**config.mk**
```make
export PLATFORM = sky130hd
export DESIGN_NAME = iob_fp_accum
export DESIGN_NICKNAME = d
export VERILOG_FILES = /design/src/rtl/iob_fp_accum.sv
export SDC_FILE = /design/constraint.sdc
export NUM_CORES = 1
export LEC_CHECK = 0
export CAP_MARGIN = 5
export CORE_AREA = 2 2 104 106
export CTS_CLUSTER_DIAMETER = 50
export DETAILED_ROUTE_END_ITERATION = 10
export DIE_AREA = 0 0 106 108
export DONT_BUFFER_PORTS = 1
export GPL_TIMING_DRIVEN = 0
export HOLD_SLACK_MARGIN = 0.02
export PLACE_DENSITY = 0.85
export SYNTH_ARGS = -nofsm -noshare
export SYNTH_HDL_FRONTEND = slang
export SYNTH_SLANG_ARGS = --single-unit
```
**constraint.sdc**
```tcl
create_clock -name clk_i -period 3.1 [get_ports clk_i]
set_input_delay 0.31 -clock clk_i [delete_from_list [all_inputs] [get_ports clk_i]]
set_output_delay 0.31 -clock clk_i [all_outputs]
set_load 0.02 [all_outputs]
```
**src/rtl/iob_fp_accum.sv**
```systemverilog
// iob_fp_accum: streaming FP sum-reduction controller feeding a pipelined FP adder.
// Optional element counter port cnt_o is enabled by defining FP_ACC_COUNT_EN.
module iob_fp_accum #(
  parameter int DATA_W  = 32,
  parameter int EXP_W   = 8,
  parameter int ADD_LAT = 5
) (
  input  logic              clk_i,
  input  logic              rst_n_i,
  input  logic              in_valid_i,
  output logic              in_ready_o,
  input  logic [DATA_W-1:0] in_data_i,
  input  logic              in_last_i,
  output logic              add_start_o,
  output logic [DATA_W-1:0] add_a_o,
  output logic [DATA_W-1:0] add_b_o,
  input  logic              add_done_i,
  input  logic [DATA_W-1:0] add_res_i,
  output logic              res_valid_o,
  input  logic              res_ready_i,
  output logic [DATA_W-1:0] res_o
`ifdef FP_ACC_COUNT_EN
  ,output logic [15:0]      cnt_o
`endif
);
  localparam int CW = $clog2(ADD_LAT + 2);

  if (EXP_W < 2 || EXP_W > DATA_W - 2) begin : g_bad_exp
    $error("iob_fp_accum: EXP_W out of range for DATA_W");
  end

  typedef enum logic [1:0] {ACC, DRN, OUT} state_t;

  state_t            state;
  logic [DATA_W-1:0] h;
  logic              hv;
  logic [CW-1:0]     inflight;
  logic              x, y, one, issue;

  assign in_ready_o = state == ACC;
  assign x          = in_valid_i & in_ready_o;
  assign y          = add_done_i;
  assign one        = x ^ y;
  // A fresh pair (X,Y) bypasses the hold register; a lone operand pairs with H if present.
  assign issue      = (x & y) | (one & hv);

  always_ff @(posedge clk_i or negedge rst_n_i)
    if (!rst_n_i) begin
      state       <= ACC;
      h           <= '0;
      hv          <= 1'b0;
      inflight    <= '0;
      add_start_o <= 1'b0;
      add_a_o     <= '0;
      add_b_o     <= '0;
      res_valid_o <= 1'b0;
      res_o       <= '0;
    end else begin
      add_start_o <= issue;
      add_a_o     <= issue ? (x & y ? in_data_i : h) : '0;
      add_b_o     <= issue ? (y ? add_res_i : in_data_i) : '0;
      if (one) hv <= ~hv;
      if (one && !hv) h <= x ? in_data_i : add_res_i;
      inflight    <= inflight + CW'(issue) - CW'(y);
      if (state == ACC && x && in_last_i) state <= DRN;
      if (state == DRN && inflight == '0 && !y && hv) begin
        state       <= OUT;
        res_o       <= h;
        res_valid_o <= 1'b1;
      end
      if (state == OUT && res_ready_i) begin
        state       <= ACC;
        hv          <= 1'b0;
        res_valid_o <= 1'b0;
        res_o       <= '0;
      end
    end

`ifdef FP_ACC_COUNT_EN
  always_ff @(posedge clk_i or negedge rst_n_i)
    if (!rst_n_i) cnt_o <= '0;
    else if (state == OUT && res_ready_i) cnt_o <= '0;
    else if (x && cnt_o != 16'hFFFF) cnt_o <= cnt_o + 16'd1;
`endif
endmodule
```
After elaboration in Yosys (flattened, before gate mapping)
Cells that the tools add are included.
Storage, ports and cells
  input port bits: 70
  word-level logic and storage cells: 47
  output and inout port bits: 99
  register bits after elaboration: 136
Operators by class
  muxes and demuxes: 14
  add/sub/neg operators: 2
  bitwise logic cells: 6
  eq/ne operators: 2
  reductions and logical operators: 14
Operators by type and width (number)
  $mux 32: 7
  $logic_and 1x1->1: 7
  $mux 2: 3
  $mux 1: 4
  $reduce_bool 2->1: 2
  $add 3x1->3: 1
  $and 1x1->1: 3
  $logic_not 3->1: 1
  $reduce_bool 3->1: 1
  $sub 3x1->3: 1
  $eq 2x1->1 const B: 1
  $eq 2x2->1 const B: 1
  $logic_not 1->1: 2
  $logic_not 2->1: 1
  $not 1->1: 1
  $or 1x1->1: 1
  $xor 1x1->1: 1

Depth between registers and ports, before layout
  depth in word-level cells: 7
  gate-level depth with buffers: 14
  mapped depth without buffers: 10

Worst setup path after synthesis
OpenSTA, ideal clock, no wires.
  path type: register to register
  start: register state[0]
  end: register inflight[2]
  period minus slack after synthesis: 2909 ps
  data required time: 2977 ps
  data arrival time: 2786 ps
  cell stages (with the launch flop): 14
  setup time: 123 ps
  buffers on the path: 3
  setup slack: 191 ps
  cell sequence: dfrtp_1 or3b_1 buf_2 clkinv_4 buf_6 ha_1 a21oi_1 clkbuf_1 ha_1 inv_1 ha_1 inv_1 fa_1 xnor2_1
Between the ends
  word-level cells in the longest chain between the ends: 7
  elaborated cells on any way between the ends: 8
  classes of those cells: add/sub (2); bitwise (5); reduce/logical (1)
RTL lines
  from (decl): RTL line 34  | state_t state;
  from (signal assigned): RTL line 49  | state <= ACC;
  from (signal assigned): RTL line 65  | if (state == ACC && x && in_last_i) state <= DRN;
  from (signal assigned): RTL line 67  | state <= OUT;
  $logic_not 2->1 *: RTL line 40  | assign in_ready_o = state == ACC;
  $and 1x1->1 *: RTL line 41  | assign x = in_valid_i & in_ready_o;
  $xor 1x1->1: RTL line 43  | assign one = x ^ y;
  $and 1x1->1: RTL line 45  | assign issue = (x & y) | (one & hv);
  $or 1x1->1 *: RTL line 45
  $add 3x1->3 *: RTL line 64  | inflight <= inflight + CW'(issue) - CW'(y);
  $sub 3x1->3 *: RTL line 64
  to (signal assigned): RTL line 64
  to (decl): RTL line 37  | logic [CW-1:0] inflight;
Mark *: on every way between the ends. The rest lies on a longest branch, timed or not.
A chain may end at the register's enable or synchronous reset.

Worst setup path after layout
  start: register state[0]
  end: register h[8]
Between the ends
  word-level cells in the longest chain between the ends: 4
  elaborated cells on any way between the ends: 5
  classes of those cells: mux (1); bitwise (2); reduce/logical (2)
RTL lines
  $logic_not 2->1 *: RTL line 40
  $and 1x1->1 *: RTL line 41
  $xor 1x1->1: RTL line 43
  $logic_and 1x1->1: RTL line 63  | if (one && !hv) h <= x ? in_data_i : add_res_i;
  to (signal assigned): RTL line 63
  to (decl): RTL line 35  | logic [DATA_W-1:0] h;
Marks and branches as above.

==> results.md <==
* Slew HR at roughly 62%
* TritonCTS clock tree: built
* Clock slew at reported path FFs at 0.06 ns
* Worst slew pin tran at between 0.5 and 0.6 ns
* Power Dens Cells at between 1000 and 1500 nW/um2
* H-tree level count at 4
* Commonest non-fill, non-tap cell in the layout: dfrtp_1
* Post-Syn Nets at 624
* Maximum number of pins on one net before global-route repair at 137
* MaxCap Viol Count at 0
* Buf/Inv on CP at 6
* Finished Layout Cells at 804
* Core area at around 10000 um2
* Status: complete, but fails checks
* P_leak at around 3.8 nW
* Fin crit share at between 90% and 100%
* Starting Density at a little under three fifths
* Vias in the first global route at 4937
* Total CTS buffers at 17
* Die Y at approximately 110 um
* #FFs+latches synth at ~140
* Skew-Pair Late Insertion Delay at 0.52 ns
* Synth Instances at 550
* I/O pins at 169
* Max rail drop VDD at 0.505 mV
* Crit path max-delay cell type: dlygate4sd3_1
* First-pass GRT wire length at about 26000 um
* Tot GR Track Use at 30.7%
* Die area at ~11000 um2
* Clk_skew at between 0.009 and 0.01 ns
* Failing checks: negative hold slack
* Hold crit path type: in -> async
* Final wirelength at roughly 17000 um
* Final setup vio count at 0
* Critical path endpoint category: flip-flop
* Top delay family on crit path: buffers and inverters
* Max Slew Vio Count at 0
* Mapped Area at 5800 um2
* GR Overflow Total at 0
* 1st-iter DRT viols at around 330
* Post-synth cell types at 22
* Setup TNS at 0 ns
* GPL Wtd Cong at a little over 0.8
* Critical path launch point type: flip-flop
* Post-DP HPWL at 9760 um
* Root Buffer: clkbuf_8
* CP Max Fanout at 10
* Register area share after synthesis at between 50% and 60%
* Cts hold-fix bufs at 86
* Synth Warn # at 0
* DRT Pass-1 Iters at 5
* Antenna Diode Count at 0
* CP Class: reg -> reg
* Final hold vios at 136
* Post-route antenna net violation count at 0
* Fillers at 640
* Antenna violations before repair at 0
* Fmax at about 340 MHz
* Worst Path Required at approximately 3.6 ns
* Unrepaired setup endpoints after global routing: no
* Crit path time final at between 2 and 3 ns
* CTS Sinks at around 140
* CP Data Arrival Time at roughly 3.4 ns
* Core Rows at 37
* Layout cells sized above 1 at 8.83%
* Crit-path cells: or3b_1 > buf_2 > clkinv_4 > buf_6 > ha_1 > nor2b_1 > buf_4 > clkbuf_2 > a31oi_1 > dlygate4sd3_1
* CTS max path bufs at 2
* Syn Area/Cell at about 11 um2
* Crit-path max cell delay at ~0.61 ns
* Net count of the finished layout at between 700 and 800
* DRC at 0
* Die X at between 100 and 150 um
* Port buffer count at 0
* # placed instances at a little under 700
* Via count at 4558
* Area Overhead vs Synth at 30.2%
* Total power at ~8.0 mW
* Avg WL per Cell at 20.7 um
* Hold WS at -0.509 ns
* Drt via density at between 5 and 6
* Most frequent cells in the layout: 136 x dfrtp_1, 97 x nor2_1, 96 x mux2i_1, 96 x nand2_1, 86 x dlygate4sd3_1
## area by class of cell
cell class	count	area (um2)	area share, %
buffer	35	215	2.85
sequential	136	3400	45.1
tap	136	170	2.25
inverter	39	151	2.01
multi-input combinational	339	2050	27.1
clock inverter	11	243	3.22
clock buffer	21	449	5.95
timing repair buffer	87	868	11.5
## synthesized netlist by cell type, drive strengths merged
cell	number	area, um2
dfrtp	136	3400
nor2	97	364
mux2i	96	961
nand2	96	360
inv	38	143
a31oi	32	200
buf	21	143
clkbuf	15	56.3
ha	3	37.5
a21boi	2	15.0
nor2b	2	12.5
o21a	2	15.0
xnor2	2	17.5
a21oi	1	5.00
and3	1	6.26
clkinv	1	8.76
fa	1	20.0
nand3b	1	7.51
nand4	1	6.26
nor4	1	6.26
or3b	1	8.76
## timing repair
action                                 CTS  global route
pin swaps                                0             1
endpoints found under the hold margin  232           136
buffers inserted                         0             1
gates cloned                             0             0
setup endpoints to repair                2            17
resized for setup                        3            14
## cell families after synthesis
group	share of synthesized area, %
simple gates	13.3
flops	58.7
mux	16.6
buf+inv	6.04
compound gates	4.06
fa+ha+maj	0.993
xor+xnor	0.302
## where the power goes
part           internal (mW)  switching [mW]  leakage (nW)  total, mW
clock network           1.60           0.765         0.329       2.36
registers               2.50            1.14          1.72       3.64
logic                  0.879            1.08          1.79       1.95
## stage by stage
stage               hold slack (ns)  cell area (um2)  setup slack (ns)  util, %
floorplan                    0.0144             5800             0.191        -
global placement             0.0206             5970            -0.215     58.3
detailed placement           0.0184             5970            -0.217     58.3
CTS                          -0.535             7530            0.0188     73.6
global route                 -0.535             7550            0.0236     73.8
finish                       -0.509             7550             0.152     73.8
## sequential cells by signal, indices dropped and copies added (netlist names)
| name | count |
|---|---|
| add_a_o | 32 |
| add_b_o | 32 |
| add_start_o | 1 |
| h | 32 |
| hv | 1 |
| inflight | 3 |
| res_o | 32 |
| res_valid_o | 1 |
| state | 2 |
## worst paths after layout
kind,cells after the start,startpoint,endpoint,slack [ns]
setup / recovery,10,state[0]$_DFFE_PN0P_,h[8]$_DFFE_PN0P_,0.15
min in group clk_i,2,in_valid_i,state[0]$_DFFE_PN0P_,0.05
max in group asynchronous,0,rst_n_i,res_o[24]$_DFFE_PN0N_,3.37
setup reg to reg,10,state[0]$_DFFE_PN0P_,h[8]$_DFFE_PN0P_,0.15
hold / removal,0,rst_n_i,res_o[2]$_DFFE_PN0N_,-0.51
hold reg to reg,1,inflight[0]$_DFF_PN0_,inflight[0]$_DFF_PN0_,0.54
## per-layer routing
metal / vias up / track usage, % / part of all wire (%) / routed length, um
met5: - / 0 / 0 / 0
met4: 0 / 15.6 / 3.4 / 558
met3: 51 / 9.46 / 7.9 / 1320
met2: 249 / 51.4 / 52 / 8600
met1: 2262 / 35.9 / 37 / 6150
li1: 1996 / - / - / -
(Power assumes the default switching activity.)
